### config.mk
export PLATFORM = sky130hd
export DESIGN_NAME = bcd_cmd_scheduler
export DESIGN_NICKNAME = d
export VERILOG_FILES = /design/src/rtl/bcd_pkg.sv /design/src/rtl/bcd_cmd_fifo.sv /design/src/rtl/bcd_cmd_scheduler.sv
export SDC_FILE = /design/constraint.sdc
export NUM_CORES = 1
export LEC_CHECK = 0
export ABC_AREA = 1
export CORE_MARGIN = 2
export CORE_UTILIZATION = 45
export CTS_BUF_LIST = sky130_fd_sc_hd__clkbuf_8
export DETAILED_ROUTE_END_ITERATION = 16
export PLACE_DENSITY = 0.66
export SETUP_SLACK_MARGIN = 0.5
export SYNTH_ARGS = -nofsm -noshare
export SYNTH_HDL_FRONTEND = slang
export SYNTH_SLANG_ARGS = --single-unit
### constraint.sdc
create_clock -name clock -period 2.31 [get_ports clock]
set_clock_uncertainty 0.1 [all_clocks]
set_input_delay 0.693 -clock clock [delete_from_list [all_inputs] [get_ports clock]]
set_output_delay 0.693 -clock clock [all_outputs]
set_load 0.01 [all_outputs]
### src/rtl/bcd_pkg.sv
// Shared command codes, scheduler states and helpers for the BCD adder front end.
package bcd_pkg;

  // Command codes double as the bit index of the matching req/ack line.
  typedef enum logic [2:0] {
    CMD_INIT    = 3'd0,
    CMD_LOAD_A  = 3'd1,
    CMD_LOAD_B  = 3'd2,
    CMD_DISP_A  = 3'd3,
    CMD_DISP_B  = 3'd4,
    CMD_DISP_LS = 3'd5,
    CMD_DISP_MS = 3'd6,
    CMD_NONE    = 3'd7
  } cmdT;

  typedef enum logic [1:0] {
    ST_INIT,
    ST_IDLE,
    ST_REQ,
    ST_REL
  } stateT;

  localparam int NUM_SRC = 4;  // load A, load B, display LS, display MS
  localparam int NUM_REQ = 7;  // every code except CMD_NONE has a req/ack pair

  // A load is always followed by a display of the operand just loaded.
  function automatic cmdT followUp(input cmdT cmd);
    case (cmd)
      CMD_LOAD_A: followUp = CMD_DISP_A;
      CMD_LOAD_B: followUp = CMD_DISP_B;
      default:    followUp = CMD_NONE;
    endcase
  endfunction

endpackage

### src/rtl/bcd_cmd_fifo.sv
// Command queue between the edge detectors and the handshake engine.
// First-word-fall-through: popData shows the head entry whenever not empty.
module bcd_cmd_fifo #(
  parameter int DEPTH = 4,
  parameter int WIDTH = 3
) (
  input  logic                     clock,
  input  logic                     reset,
  input  logic                     push,
  input  logic [WIDTH-1:0]         pushData,
  input  logic                     pop,
  output logic [WIDTH-1:0]         popData,
  output logic                     full,
  output logic                     empty,
  output logic [$clog2(DEPTH):0]   count
);

  localparam int AW = $clog2(DEPTH);
  localparam logic [AW:0] FULL_LEVEL = DEPTH[AW:0];

  logic [WIDTH-1:0] mem [DEPTH];
  logic [AW-1:0]    wrPtr;
  logic [AW-1:0]    rdPtr;
  logic             doPush;
  logic             doPop;

  assign full    = (count == FULL_LEVEL);
  assign empty   = (count == '0);
  assign doPush  = push && !full;
  assign doPop   = pop && !empty;
  assign popData = mem[rdPtr];

  // Storage write port.
  // NOTE: the array has no reset; count/pointers alone decide which entries are valid.
  always_ff @(posedge clock) begin
    if (doPush) begin
      mem[wrPtr] <= pushData;
    end
  end

  // Pointer and occupancy bookkeeping; DEPTH is a power of two so pointers wrap freely.
  // NOTE: sequential state uses <= so every register sees pre-edge values of the others.
  always_ff @(posedge clock or posedge reset) begin
    if (reset) begin
      wrPtr <= '0;
      rdPtr <= '0;
      count <= '0;
    end else begin
      if (doPush) wrPtr <= wrPtr + 1'b1;
      if (doPop)  rdPtr <= rdPtr + 1'b1;
      case ({doPush, doPop})
        2'b10:   count <= count + 1'b1;
        2'b01:   count <= count - 1'b1;
        default: count <= count;
      endcase
    end
  end

endmodule

### src/rtl/bcd_cmd_scheduler.sv
// Queues debounced board commands and issues them to the BCD datapath over a
// four-phase req/ack handshake, adding the display step after each load and
// aborting any phase that waits TIMEOUT cycles.
module bcd_cmd_scheduler
  import bcd_pkg::*;
#(
  parameter int DEPTH   = 4,
  parameter int TIMEOUT = 1024
) (
  input  logic                   clock,
  input  logic                   reset,
  input  logic                   load_a_in,
  input  logic                   load_b_in,
  input  logic                   disp_ls_in,
  input  logic                   disp_ms_in,
  output logic                   init_req,
  output logic                   load_a_req,
  output logic                   load_b_req,
  output logic                   disp_a_req,
  output logic                   disp_b_req,
  output logic                   disp_ls_req,
  output logic                   disp_ms_req,
  input  logic                   init_ack,
  input  logic                   load_a_ack,
  input  logic                   load_b_ack,
  input  logic                   disp_a_ack,
  input  logic                   disp_b_ack,
  input  logic                   disp_ls_ack,
  input  logic                   disp_ms_ack,
  output logic [2:0]             cur_cmd,
  output logic                   busy,
  output logic [$clog2(DEPTH):0] q_count,
  output logic                   err_timeout,
  output logic                   overrun
);

  localparam int TW = (TIMEOUT > 2) ? $clog2(TIMEOUT) : 1;
  localparam logic [TW-1:0] TIMER_LAST = TW'(TIMEOUT - 1);

  // Source bit order is also push priority: index 0 wins.
  logic [NUM_SRC-1:0] srcIn;
  logic [NUM_SRC-1:0] sampleReg;
  logic [NUM_SRC-1:0] prevReg;
  logic [NUM_SRC-1:0] pendingReg;
  logic [NUM_SRC-1:0] rise;
  logic [NUM_SRC-1:0] pushSel;
  cmdT                pushCmd;
  logic               pushEn;

  logic               fifoFull;
  logic               fifoEmpty;
  logic               fifoPop;
  logic [2:0]         fifoData;

  stateT              state, stateNext;
  cmdT                curCmd, cmdNext;
  logic [TW-1:0]      timer, timerNext;
  logic               errSet;
  logic               activeAck;
  logic [7:0]         ackVec;
  logic [NUM_REQ-1:0] reqVec;

  assign srcIn = {disp_ms_in, disp_ls_in, load_b_in, load_a_in};
  assign rise  = sampleReg & ~prevReg;

  // Highest-priority pending source becomes the push candidate.
  always_comb begin
    pushSel = '0;
    pushCmd = CMD_NONE;
    if (pendingReg[0]) begin
      pushSel = 4'b0001;
      pushCmd = CMD_LOAD_A;
    end else if (pendingReg[1]) begin
      pushSel = 4'b0010;
      pushCmd = CMD_LOAD_B;
    end else if (pendingReg[2]) begin
      pushSel = 4'b0100;
      pushCmd = CMD_DISP_LS;
    end else if (pendingReg[3]) begin
      pushSel = 4'b1000;
      pushCmd = CMD_DISP_MS;
    end
  end

  // While the queue is full, pending bits simply wait; nothing is lost.
  assign pushEn = (|pendingReg) && !fifoFull;

  // Input sampling, rising-edge capture into pending bits, coalescing flag.
  always_ff @(posedge clock or posedge reset) begin
    if (reset) begin
      sampleReg  <= '0;
      prevReg    <= '0;
      pendingReg <= '0;
      overrun    <= 1'b0;
    end else begin
      sampleReg  <= srcIn;
      prevReg    <= sampleReg;
      pendingReg <= (pendingReg & ~(pushEn ? pushSel : '0)) | rise;
      // A bit being pushed this cycle is no longer pending, so a fresh edge there is not a coalesce.
      if (|(rise & pendingReg & ~(pushEn ? pushSel : '0))) begin
        overrun <= 1'b1;
      end
    end
  end

  bcd_cmd_fifo #(
    .DEPTH (DEPTH),
    .WIDTH (3)
  ) u_fifo (
    .clock    (clock),
    .reset    (reset),
    .push     (pushEn),
    .pushData (pushCmd),
    .pop      (fifoPop),
    .popData  (fifoData),
    .full     (fifoFull),
    .empty    (fifoEmpty),
    .count    (q_count)
  );

  // Acks on lines other than the active command's are ignored by construction.
  assign ackVec    = {1'b0, disp_ms_ack, disp_ls_ack, disp_b_ack, disp_a_ack,
                      load_b_ack, load_a_ack, init_ack};
  assign activeAck = ackVec[curCmd];

  // Handshake sequencing: next state, command, phase timer and abort decision.
  // NOTE: every output of this block gets a default first, so no path can infer a latch.
  always_comb begin
    stateNext = state;
    cmdNext   = curCmd;
    timerNext = timer;
    errSet    = 1'b0;
    fifoPop   = 1'b0;
    case (state)
      ST_INIT: begin
        stateNext = ST_REQ;
        cmdNext   = CMD_INIT;
        timerNext = '0;
      end
      ST_IDLE: begin
        if (!fifoEmpty) begin
          fifoPop   = 1'b1;
          cmdNext   = cmdT'(fifoData);
          stateNext = ST_REQ;
          timerNext = '0;
        end
      end
      ST_REQ: begin
        if (activeAck) begin
          stateNext = ST_REL;
          timerNext = '0;
        end else if (timer == TIMER_LAST) begin
          stateNext = ST_IDLE;
          cmdNext   = CMD_NONE;
          errSet    = 1'b1;
        end else begin
          timerNext = timer + 1'b1;
        end
      end
      ST_REL: begin
        if (!activeAck) begin
          timerNext = '0;
          if (followUp(curCmd) != CMD_NONE) begin
            cmdNext   = followUp(curCmd);
            stateNext = ST_REQ;
          end else begin
            cmdNext   = CMD_NONE;
            stateNext = ST_IDLE;
          end
        end else if (timer == TIMER_LAST) begin
          // Abort drops any pending follow-up along with the command.
          stateNext = ST_IDLE;
          cmdNext   = CMD_NONE;
          errSet    = 1'b1;
        end else begin
          timerNext = timer + 1'b1;
        end
      end
      default: begin
        stateNext = ST_IDLE;
        cmdNext   = CMD_NONE;
      end
    endcase
  end

  // Scheduler state register; busy is registered so it reads 0 while held in reset.
  always_ff @(posedge clock or posedge reset) begin
    if (reset) begin
      state       <= ST_INIT;
      curCmd      <= CMD_NONE;
      timer       <= '0;
      err_timeout <= 1'b0;
      busy        <= 1'b0;
    end else begin
      state  <= stateNext;
      curCmd <= cmdNext;
      timer  <= timerNext;
      busy   <= (stateNext != ST_IDLE);
      if (errSet) begin
        err_timeout <= 1'b1;
      end
    end
  end

  // One-hot req decode of the active command; only the REQ phase drives a line.
  always_comb begin
    reqVec = '0;
    if (state == ST_REQ && curCmd != CMD_NONE) begin
      reqVec[curCmd] = 1'b1;
    end
  end

  assign init_req    = reqVec[CMD_INIT];
  assign load_a_req  = reqVec[CMD_LOAD_A];
  assign load_b_req  = reqVec[CMD_LOAD_B];
  assign disp_a_req  = reqVec[CMD_DISP_A];
  assign disp_b_req  = reqVec[CMD_DISP_B];
  assign disp_ls_req = reqVec[CMD_DISP_LS];
  assign disp_ms_req = reqVec[CMD_DISP_MS];
  assign cur_cmd     = curCmd;

endmodule

==> reports/metrics.yaml <==
worst_pin_slew_ns: 0.5005
area_growth_pct: 38.60
rrSetupSlack_ns: 0.37
synth_cells: 308
wl_per_cell_um: 12.03
synth_area_mm2: 0.002619
critPathLaunchType: "register"
final_util: 0.6512
yosys.cell_types.count: 38
layout.cells.non_filler: 462
die_w_um: 80.29
clock.fmax_ghz: 0.4730
place.detailed.instances: 412
grt_pass1_wl_um: 9142
vias: 2235
drc: 0
n_fill_cell: 471
use_met2: 0.3258
clock_latency_ns: 0.30
synthSimpleGateAreaFrac: 0.2523
die_h_um: 80.29
hold_viol: 0
grt_pass1_vias: 2093
routed_wl_um: 5558
grt-ovfl-total: 0
gp_congestion: 0.7975
r2r_cells: 13
start_util: 0.4698
cts_inserted_buffers: 5
ir_worst_vdd_uv: 723.6
drt_iter0_markers: 57
syn_avg_cell_area_um2: 8.502
rsz0062_at_grt: "yes"
antenna_found_initial: 0
firstDrtPassIters: 4
grt_max_degree: 20
synthArstFlopShare: 0.7551
relSlewSlack: 0.6659
critPathKind: "register to primary output"
synth_fa_ha_area_frac: 0.04587
synth-compound-area-share: 0.09173
cp_max_fo: 6
hold_buffers: 0
min_delay_path_depth: 0
timing.final.crit_share: 0.9153
synth_ff_type: "dfrtp_1"
use_met3: 0.03820
clock_sinks: 49
ioPinCount: 29
syn_nets: 330
rows: 27
cts.clk_slew.worst_paths_ns: 0.08
outcome: "finished, final reports clean"
ys_seq_area_frac: 0.4926
r2r-end: "u_fifo.count[2]$_DFFE_PP0P_"
grt_busiest_layer: "met2"
antenna_left: 0
muxShareOfSynthArea: 0.003822
core_area_mm2: 0.005574
num_antenna_cells: 0
synth_top_family_by_area: "simple AND/OR/NAND/NOR gates"
leakage_nw: 1.780
critPathRequiredTime_ns: 1.52
finalSetupTns_ns: 0
cts_tree: "built"
synth_enable_flop_cells: 12
period_needed_ns: 2.114
slew_viol_final: 0
vias_per_cell: 4.838
dieArea_mm2: 0.006446
synth-xor-area-share: 0.02676
fin_hold_ws_ns: 0.2848
power.density_mw_per_mm2: 1274
grtUsageMet1: 0.2207
grt_usage: 0.1809
max_cap_violations: 0
clk_path_buf_depth: 2
r2r_start: "state[0]$_DFF_PP0_"
drive_gt1_frac: 0.3077
finalSetupViolations: 0
io_buffers: 28
hold_end: "prevReg[2]$_DFF_PP0_"
hp-start: "sampleReg[2]$_DFF_PP0_"
yosysWarnings: 0
crit_arrival_ns: 1.32
cts_root_buf: "clkbuf_8"
fin_nets: 411
hold_path_class: "register to register"
end_kind: "primary output"
h-tree-depth: 2
ys_ff_latch: 49
dp_hpwl_um: 3767
## power by group
part           leakage [nW]  switching, mW  total (mW)  internal, mW
Sequential            0.552          0.172        1.37          1.20
Clock                0.0626          0.277       0.626         0.349
Combinational          1.17           1.43        2.63          1.20
## critical path: stages, from the launching register on
cell	delay, ns
dfstp_2	0.56
buf_6	0.15
inv_6	0.06
nor4_4	0.11
buf_2	0.16
## cells in the mapped netlist, types with 2 or more instances
cell | count | area share
nand2_1 | 90 | 0.13
inv_1 | 44 | 0.063
dfrtp_1 | 34 | 0.32
nor2_1 | 24 | 0.034
nand3_1 | 17 | 0.032
edfxtp_1 | 12 | 0.14
o21ai_0 | 9 | 0.017
ha_1 | 8 | 0.038
xor2_1 | 7 | 0.023
a21oi_1 | 5 | 0.0096
inv_2 | 5 | 0.0072
a31oi_1 | 4 | 0.0096
nand4_1 | 4 | 0.0096
nor2_2 | 4 | 0.0096
o21ai_1 | 4 | 0.0076
o21ai_2 | 4 | 0.013
dfstp_2 | 3 | 0.030
nand2_2 | 3 | 0.0072
nor4_1 | 3 | 0.0072
a22oi_1 | 2 | 0.0057
buf_6 | 2 | 0.0086
inv_6 | 2 | 0.0067
nand2_4 | 2 | 0.0086
nor3_1 | 2 | 0.0038
## kinds of logic (layout without fill, tap and decap cells)
kind of cell	after synthesis	in the layout
and+or+nand+nor	152	152
muxes	1	1
buffers and inverters	54	136
adders and majority gates	9	9
DFF	49	49
xor gates and xnor gates	8	8
AOI/OAI and AO/OA	35	35
## flip-flops by register name, indices dropped and copies added, names as in the netlist
signal / flops
u_fifo.mem: 12
timer: 10
pendingReg: 4
prevReg: 4
sampleReg: 4
cur_cmd: 3
u_fifo.count: 3
state: 2
u_fifo.rdPtr: 2
u_fifo.wrPtr: 2
busy: 1
err_timeout: 1
overrun: 1
## worst max path at each step
stage                                 startpoint           to  slack [ns]  depth (start not counted)
final                     cur_cmd[0]$_DFFE_PP1P_   disp_a_req        0.20                          4
after global routing      cur_cmd[1]$_DFFE_PP1P_   disp_a_req        0.10                          3
after CTS                 cur_cmd[1]$_DFFE_PP1P_  disp_ms_req        0.19                          3
after detailed placement      state[1]$_DFF_PP0_   disp_a_req        0.06                          5
after global placement        state[1]$_DFF_PP0_   disp_a_req        0.08                          5
after floorplan           cur_cmd[2]$_DFFE_PP1P_   disp_b_req        0.48                          4
## cell type report
class,count,area (um2),share of cell area
Multi-Input combinational cell,205,1247,0.3437
Inverter,51,219.0,0.06032
Timing Repair Buffer,77,665.6,0.1834
Clock buffer,6,82.58,0.02275
Tap cell,72,90.09,0.02482
Clock inverter,2,33.78,0.009307
Sequential cell,49,1291,0.3557
## cells in the final DEF (no fill, tap or decap), types with 10 or more instances in the layout
cell type	netlist	layout
nand2_1	90	85
buf_6	2	14
edfxtp_1	12	12
nand3_1	17	17
dfrtp_1	34	33
buf_4	0	36
nor2_1	24	16
inv_1	44	41
dlygate4sd2_1	0	10
## per-stage QoR
step | instance area, um2 | worst slack [ns] | power (mW)
2_1_floorplan | 2671 | 0.4782 | 2.693
5_1_grt | 3630 | 0.1017 | 4.940
3_5_place_dp | 3080 | 0.06269 | 3.242
3_3_place_gp | 3080 | 0.07786 | 3.207
4_1_cts | 3461 | 0.1917 | 4.372
6_report | 3630 | 0.1956 | 4.623
## layer usage
metal	vias up	share of wire
li1	1136	-
met1	1064	0.45
met2	27	0.52
met3	8	0.031
met4	0	0.0092
met5	-	0
## timing repair
| item | CTS | global route |
|---|---|---|
| pin swaps | 15 | 13 |
| hold endpoints to repair | 0 | 0 |
| setup buffers | 27 | 15 |
| setup endpoints to repair | 34 | 32 |
| gates resized for setup | 82 | 20 |
No activity file was read; power rests on OpenSTA's default activity.
